**config.mk**
```make
export PLATFORM = sky130hd
export DESIGN_NAME = order_matcher
export DESIGN_NICKNAME = d
export VERILOG_FILES = /design/src/rtl/order_pkg.sv /design/src/rtl/order_matcher_book_side.sv /design/src/rtl/order_matcher.sv
export SDC_FILE = /design/constraint.sdc
export NUM_CORES = 1
export LEC_CHECK = 0
export ABC_AREA = 1
export CORE_ASPECT_RATIO = 0.7
export CORE_MARGIN = 5
export CORE_UTILIZATION = 50
export CTS_CLUSTER_SIZE = 40
export DETAILED_ROUTE_END_ITERATION = 6
export PLACE_DENSITY = 0.81
export SLEW_MARGIN = 20
export SYNTH_ARGS = -nofsm -noshare
export SYNTH_HDL_FRONTEND = slang
export SYNTH_SLANG_ARGS = --single-unit
export TNS_END_PERCENT = 10
```
**constraint.sdc**
```tcl
create_clock -name clk -period 3.7 [get_ports clk]
set_input_delay 0.37 -clock clk [delete_from_list [all_inputs] [get_ports clk]]
set_output_delay 0.37 -clock clk [all_outputs]
set_load 0.05 [all_outputs]
```
**src/rtl/order_pkg.sv**
```systemverilog
// Shared types and constants for the order matcher and its book sides.
package order_pkg;
  localparam int unsigned PRICE_W_DEFAULT = 8;
  localparam logic [PRICE_W_DEFAULT-1:0] EMPTY_BID = '0;
  localparam logic [PRICE_W_DEFAULT-1:0] EMPTY_ASK = '1;

  typedef enum logic [1:0] {IDLE, INSERT, SCAN, MATCH} state_t;
endpackage

```
**src/rtl/order_matcher_book_side.sv**
```systemverilog
// One side of the book: resting slots, lowest-free insert, sequential best-price scan.
module book_side
  import order_pkg::*;
#(
  parameter int unsigned DEPTH   = 4,
  parameter int unsigned PRICE_W = PRICE_W_DEFAULT,
  parameter bit          IS_BID  = 1'b1,
  localparam int unsigned IDX_W  = $clog2(DEPTH),
  localparam int unsigned DW     = $clog2(DEPTH + 1)
) (
  input  logic               clk,
  input  logic               reset,
  input  logic               i_insert,
  input  logic [PRICE_W-1:0] i_price,
  output logic               o_full,
  input  logic               i_scan_clr,
  input  logic               i_scan_en,
  input  logic [IDX_W-1:0]   i_idx,
  input  logic               i_take,
  output logic               o_found,
  output logic [PRICE_W-1:0] o_price,
  output logic [DW-1:0]      o_depth
);
  localparam logic [PRICE_W-1:0] EMPTY = IS_BID ? '0 : '1;

  logic [PRICE_W-1:0] r_slot [DEPTH];
  logic [DEPTH-1:0]   r_valid;
  logic               r_acc_found;
  logic [PRICE_W-1:0] r_acc_price;
  logic [IDX_W-1:0]   r_acc_idx;
  logic [DW-1:0]      r_depth;

  logic [IDX_W-1:0]   w_free_idx;
  logic               w_full;
  logic [DW-1:0]      w_pop;
  logic               w_better;

  always_comb begin
    w_free_idx = '0;
    w_full     = 1'b1;
    w_pop      = '0;
    for (int unsigned i = 0; i < DEPTH; i++) begin
      if (!r_valid[i] && w_full) begin
        w_free_idx = IDX_W'(i);
        w_full     = 1'b0;
      end
      w_pop = w_pop + DW'(r_valid[i]);
    end
  end

  // Strict compare keeps the earlier (lower-index) slot on equal prices.
  always_comb begin
    w_better = IS_BID ? (r_slot[i_idx] > r_acc_price) : (r_slot[i_idx] < r_acc_price);
  end

  always_ff @(posedge clk) begin
    if (i_insert && !w_full) r_slot[w_free_idx] <= i_price;
  end

  always_ff @(posedge clk) begin
    if (reset) begin
      r_valid     <= '0;
      r_acc_found <= 1'b0;
      r_acc_price <= EMPTY;
      r_acc_idx   <= '0;
      r_depth     <= '0;
    end else begin
      r_depth <= w_pop;
      if (i_insert && !w_full) r_valid[w_free_idx] <= 1'b1;
      if (i_take) r_valid[r_acc_idx] <= 1'b0;
      if (i_scan_clr) begin
        r_acc_found <= 1'b0;
        r_acc_price <= EMPTY;
        r_acc_idx   <= '0;
      end else if (i_scan_en && r_valid[i_idx] && (!r_acc_found || w_better)) begin
        r_acc_found <= 1'b1;
        r_acc_price <= r_slot[i_idx];
        r_acc_idx   <= i_idx;
      end
    end
  end

  assign o_full  = w_full;
  assign o_found = r_acc_found;
  assign o_price = r_acc_price;
  assign o_depth = r_depth;
endmodule

```
**src/rtl/order_matcher.sv**
```systemverilog
// Order matcher top: tick detection, insert/scan/match sequencing, trade and drop counters.
module order_matcher
  import order_pkg::*;
#(
  parameter int unsigned DEPTH   = 4,
  parameter int unsigned PRICE_W = PRICE_W_DEFAULT,
  parameter int unsigned CNT_W   = 16
) (
  input  logic                       clk,
  input  logic                       reset,
  input  logic                       slow_clk,
  input  logic [PRICE_W-1:0]         buy_price,
  input  logic [PRICE_W-1:0]         sell_price,
  output logic                       trade_valid,
  output logic [PRICE_W-1:0]         trade_price,
  output logic [CNT_W-1:0]           trade_count,
  output logic [CNT_W-1:0]           drop_count,
  output logic [$clog2(DEPTH+1)-1:0] bid_depth,
  output logic [$clog2(DEPTH+1)-1:0] ask_depth,
  output logic [PRICE_W-1:0]         best_bid,
  output logic [PRICE_W-1:0]         best_ask,
  output logic                       busy
);
  localparam int unsigned IDX_W = $clog2(DEPTH);

  state_t             r_state;
  logic               r_tick_prev;
  logic [PRICE_W-1:0] r_buy, r_sell;
  logic [IDX_W-1:0]   r_idx;
  logic               r_trade_valid;
  logic [PRICE_W-1:0] r_trade_price, r_best_bid, r_best_ask;
  logic [CNT_W-1:0]   r_trade_count, r_drop_count;

  logic               w_tick, w_insert, w_scan_clr, w_scan_en, w_take, w_cross;
  logic               w_bid_full, w_ask_full, w_bid_found, w_ask_found;
  logic [PRICE_W-1:0] w_bid_px, w_ask_px;
  logic [CNT_W-1:0]   w_drop_inc;

  assign w_tick     = slow_clk & ~r_tick_prev;
  assign w_cross    = w_bid_found & w_ask_found & (w_bid_px >= w_ask_px);
  assign w_insert   = (r_state == INSERT);
  assign w_scan_en  = (r_state == SCAN);
  assign w_take     = (r_state == MATCH) & w_cross;
  assign w_scan_clr = w_insert | w_take;

  always_comb begin
    w_drop_inc = '0;
    if (w_insert) w_drop_inc = CNT_W'(w_bid_full) + CNT_W'(w_ask_full);
    if (r_state != IDLE && w_tick) w_drop_inc = w_drop_inc + CNT_W'(2);
  end

  book_side #(.DEPTH(DEPTH), .PRICE_W(PRICE_W), .IS_BID(1'b1)) u_bid (
    .clk(clk), .reset(reset), .i_insert(w_insert), .i_price(r_buy), .o_full(w_bid_full),
    .i_scan_clr(w_scan_clr), .i_scan_en(w_scan_en), .i_idx(r_idx), .i_take(w_take),
    .o_found(w_bid_found), .o_price(w_bid_px), .o_depth(bid_depth)
  );

  book_side #(.DEPTH(DEPTH), .PRICE_W(PRICE_W), .IS_BID(1'b0)) u_ask (
    .clk(clk), .reset(reset), .i_insert(w_insert), .i_price(r_sell), .o_full(w_ask_full),
    .i_scan_clr(w_scan_clr), .i_scan_en(w_scan_en), .i_idx(r_idx), .i_take(w_take),
    .o_found(w_ask_found), .o_price(w_ask_px), .o_depth(ask_depth)
  );

  always_ff @(posedge clk) begin
    if (reset) begin
      r_state       <= IDLE;
      r_tick_prev   <= 1'b0;
      r_buy         <= '0;
      r_sell        <= '0;
      r_idx         <= '0;
      r_trade_valid <= 1'b0;
      r_trade_price <= '0;
      r_trade_count <= '0;
      r_drop_count  <= '0;
      r_best_bid    <= '0;
      r_best_ask    <= '1;
    end else begin
      r_tick_prev   <= slow_clk;
      r_trade_valid <= 1'b0;
      r_drop_count  <= r_drop_count + w_drop_inc;
      case (r_state)
        IDLE: if (w_tick) begin
          r_buy   <= buy_price;
          r_sell  <= sell_price;
          r_state <= INSERT;
        end
        INSERT: begin
          r_idx   <= '0;
          r_state <= SCAN;
        end
        SCAN: begin
          if (r_idx == IDX_W'(DEPTH - 1)) r_state <= MATCH;
          else r_idx <= r_idx + IDX_W'(1);
        end
        MATCH: begin
          r_best_bid <= w_bid_found ? w_bid_px : '0;
          r_best_ask <= w_ask_found ? w_ask_px : '1;
          // A trade rescans the whole book since one tick can uncover further crosses.
          if (w_cross) begin
            r_trade_price <= w_ask_px;
            r_trade_valid <= 1'b1;
            r_trade_count <= r_trade_count + CNT_W'(1);
            r_idx         <= '0;
            r_state       <= SCAN;
          end else begin
            r_state <= IDLE;
          end
        end
        default: r_state <= IDLE;
      endcase
    end
  end

  assign trade_valid = r_trade_valid;
  assign trade_price = r_trade_price;
  assign trade_count = r_trade_count;
  assign drop_count  = r_drop_count;
  assign best_bid    = r_best_bid;
  assign best_ask    = r_best_ask;
  assign busy        = (r_state != IDLE);
endmodule

```
==> reports/summary.txt <==
status = finished clean
Setup Fix Bufs, Post-CTS = 0
crit start category = flip-flop
Via density = 5.392
core box area = 15,450 um2
Most common cell on crit path = inv_1
first-pass GRT wire length = 30,060 um
GRT Total Usage = 0.2030
wire per inst = 15.48 um
CP endpoint kind = flip-flop
asr flop ratio synth = 0
Top Metal Used = met4
Max Clk Rate = 335.5 MHz
reg2reg path depth = 18
number of H-tree levels = 4
DR DRC count = 0
top cells by area, synth = dfxtp_1 30%, edfxtp_1 24%, ha_1 6.4%
initial DRC count = 551
final worst path period share = 0.8056
largest stage delay on the critical path = 0.40 ns
Via Count = 6,427
clk slew on worst S/H paths = 0.08 ns
critical path peak fanout = 7
Final GP Congestion = 0.8794
register area share after synthesis = 0.5399
Cell Count, Final, Fillers Out = 1,192
Leak = 3.719 nW
largest area contributor in the netlist = dfxtp_1
CTS sink cnt = 180
die width = 159.9 um
Post-Route Utilization = 0.6134
n_diodes = 0
layout cells sized above 1 = 0.06653
placed insts = 1,160
Critical Path AT = 3.33 ns
hold path depth = 2
ANT nets after route = 0
Final Hold Vio Count = 0
Cell Area, Synth = 7861 um2
# IOs = 83
DIE AREA = 18,370 um2
post-synth net total = 962
number of global-route vias before repair = 6,096
chip height = 114.9 um
final setup vio count = 0
count leader, synth = nand2_1
fin crit period = 2.981 ns
WL met2 = 8158 um
Max Buffers Root-to-Sink = 2
setup TNS = 0 ns
Syn. warnings = 0
WS Path Type = reg -> reg
CP max-delay cell = fa_1
Root Buffer = clkbuf_16
area grow syn2layout = 20.56%
Port-buffer cells = 82
most frequent cells after synthesis = 133 x nand2_1, 118 x nor2_1, 116 x dfxtp_1, 86 x inv_1, 75 x a21oi_1
synth unique cells = 36
Clock Skew = 0.01462 ns
#FFs+latches synth = 180
Clock Latency Late Sink = 0.43 ns
met1 WL = 8307 um
HP Class = reg -> reg
initial core utilization = 0.5087
Hold Buf Count CTS = 0
post-synth top area share = 0.2954
Initial DRT Pass Iterations = 5
Num CTS Buffers = 17
Syn Area/Cell = 8.735 um2
Relative slew margins = 0.4261
Req. time, crit path = 4.05 ns
Worst Tran Pin Value = 0.8576 ns
largest net degree at the start of global routing = 50
Crit path max-delay family = adder cells
PwrDens = 478.5 nW/um2
post-DP HPWL = 12,550 um
initial antenna violation count = 0
CP Depth = 18
prevailing post-synth register cell = dfxtp_1
Filler cells = 1,230
fin nets = 1,041
cell row count = 38
maximum vdd drop = 0.0002823 V
Post-synth EDFFs = 64
Max Slew Vio Count = 0
grt ovf = 0
Max-cap violations = 0
Final Power = 4.535 mW
CTS resizes = 0
CP Cell Sequence = ha_1 -> nand2_1 -> nor2_1 -> ha_1 -> inv_1 -> nor2_1 -> ha_1 -> inv_1 -> fa_1 -> inv_1 -> nand2_1 -> inv_1 -> o21a_1 -> nand4_1 -> nor2_1 -> nand3_1 -> o21ai_1 -> nor3b_1
met3 routed WL = 1624 um
Buf/Inv on CP = 4
CTS tree = done
Cells after Synth = 900
RSZ-0062 raised after global routing = no
final wirelength = 18,450 um
sequential cells by signal, summed over array words and instances, names as in the netlist, 3 cells and up, named ones only:
signal	flops
u_ask.r_valid	4
best_ask	8
r_sell	8
u_bid.o_depth	3
u_ask.o_price	8
u_bid.r_slot	32
u_bid.o_price	8
trade_count	16
u_bid.r_valid	4
r_buy	8
u_ask.o_depth	3
u_ask.r_slot	32
trade_price	8
drop_count	16
best_bid	8
where the power goes:
| group | leakage, nW | internal, mW | total (mW) | switching (mW) |
|---|---|---|---|---|
| registers | 1.53 | 2.15 | 2.21 | 0.0641 |
| logic | 1.88 | 0.150 | 0.459 | 0.309 |
| clock network | 0.305 | 1.03 | 1.86 | 0.832 |
| total | 3.72 | 3.33 | 4.54 | 1.20 |
layout make-up:
cell class                      count  area [um2]  share of cell area
Sequential cell                   180        4244              0.4478
Multi-Input combinational cell    584        3078              0.3248
Timing Repair Buffer               94       905.9             0.09558
Clock buffer                       17       425.4             0.04488
Inverter                          102       382.9             0.04040
Tap cell                          200       250.2             0.02640
Clock inverter                     15       191.4             0.02020
routing by layer:
layer,track usage,vias up
li1,-,3174
met1,0.2829,2947
met2,0.3173,276
met3,0.04873,30
met4,0.06476,0
met5,0,-
kinds of logic after synthesis:
logic type               Yosys count  synth area share
AO/OA/AOI/OAI                    189            0.1262
adder cells (fa/ha/maj)           43           0.07130
XOR/XNOR                          12           0.01337
AND/OR/NAND/NOR                  340            0.1806
flip-flops                       180            0.5399
buffers and inverters            136           0.06860
final timing paths:
path	endpoint	slack, ns	from
min reg2reg	best_ask[5]$_SDFFE_PP1N_	0.46	best_ask[5]$_SDFFE_PP1N_
max	drop_count[14]$_SDFF_PP0_	0.72	u_bid.r_valid[0]$_SDFF_PP0_
max reg2reg	drop_count[14]$_SDFF_PP0_	0.72	u_bid.r_valid[0]$_SDFF_PP0_
min	best_ask[5]$_SDFFE_PP1N_	0.46	best_ask[5]$_SDFFE_PP1N_
cells in the final DEF (no fill, tap or decap), types with 2 or more instances in the layout:
master,Yosys,final
nor3_1,16,16
clkinv_4,0,2
clkbuf_16,0,17
nor3b_1,2,2
a211oi_1,2,2
ha_1,40,40
o21ai_0,68,68
nor2_1,118,118
xnor2_1,2,2
o211ai_1,6,6
xor2_1,10,10
inv_8,0,4
nand4_1,6,6
nand3_1,56,56
buf_4,4,12
o22ai_1,15,15
edfxtp_1,64,64
bufinv_16,0,2
clkdlybuf4s50_1,0,81
inv_6,0,3
a21oi_1,75,75
clkinv_2,0,2
clkinv_8,0,2
inv_2,16,16
dfxtp_1,116,116
nand2_2,2,2
fa_1,3,3
o21ai_1,20,20
inv_1,86,86
nand2_1,133,133
metrics by stage:
step	setup slack (ns)	hold WS, ns	cell area (um2)
2_1_floorplan	0.9764	0.4454	7861
3_3_place_gp	0.8073	0.4449	8861
3_5_place_dp	0.7577	0.4549	8861
4_1_cts	0.7232	0.4654	9478
5_1_grt	0.3924	0.4902	9478
6_report	0.7192	0.4614	9478
tightest hold or removal path, cell delays in order, from the launching register on:
cell,delay [ns]
dfxtp_1,0.32
a21oi_1,0.06
nand2_1,0.05
No activity file was read; power rests on OpenSTA's default activity.
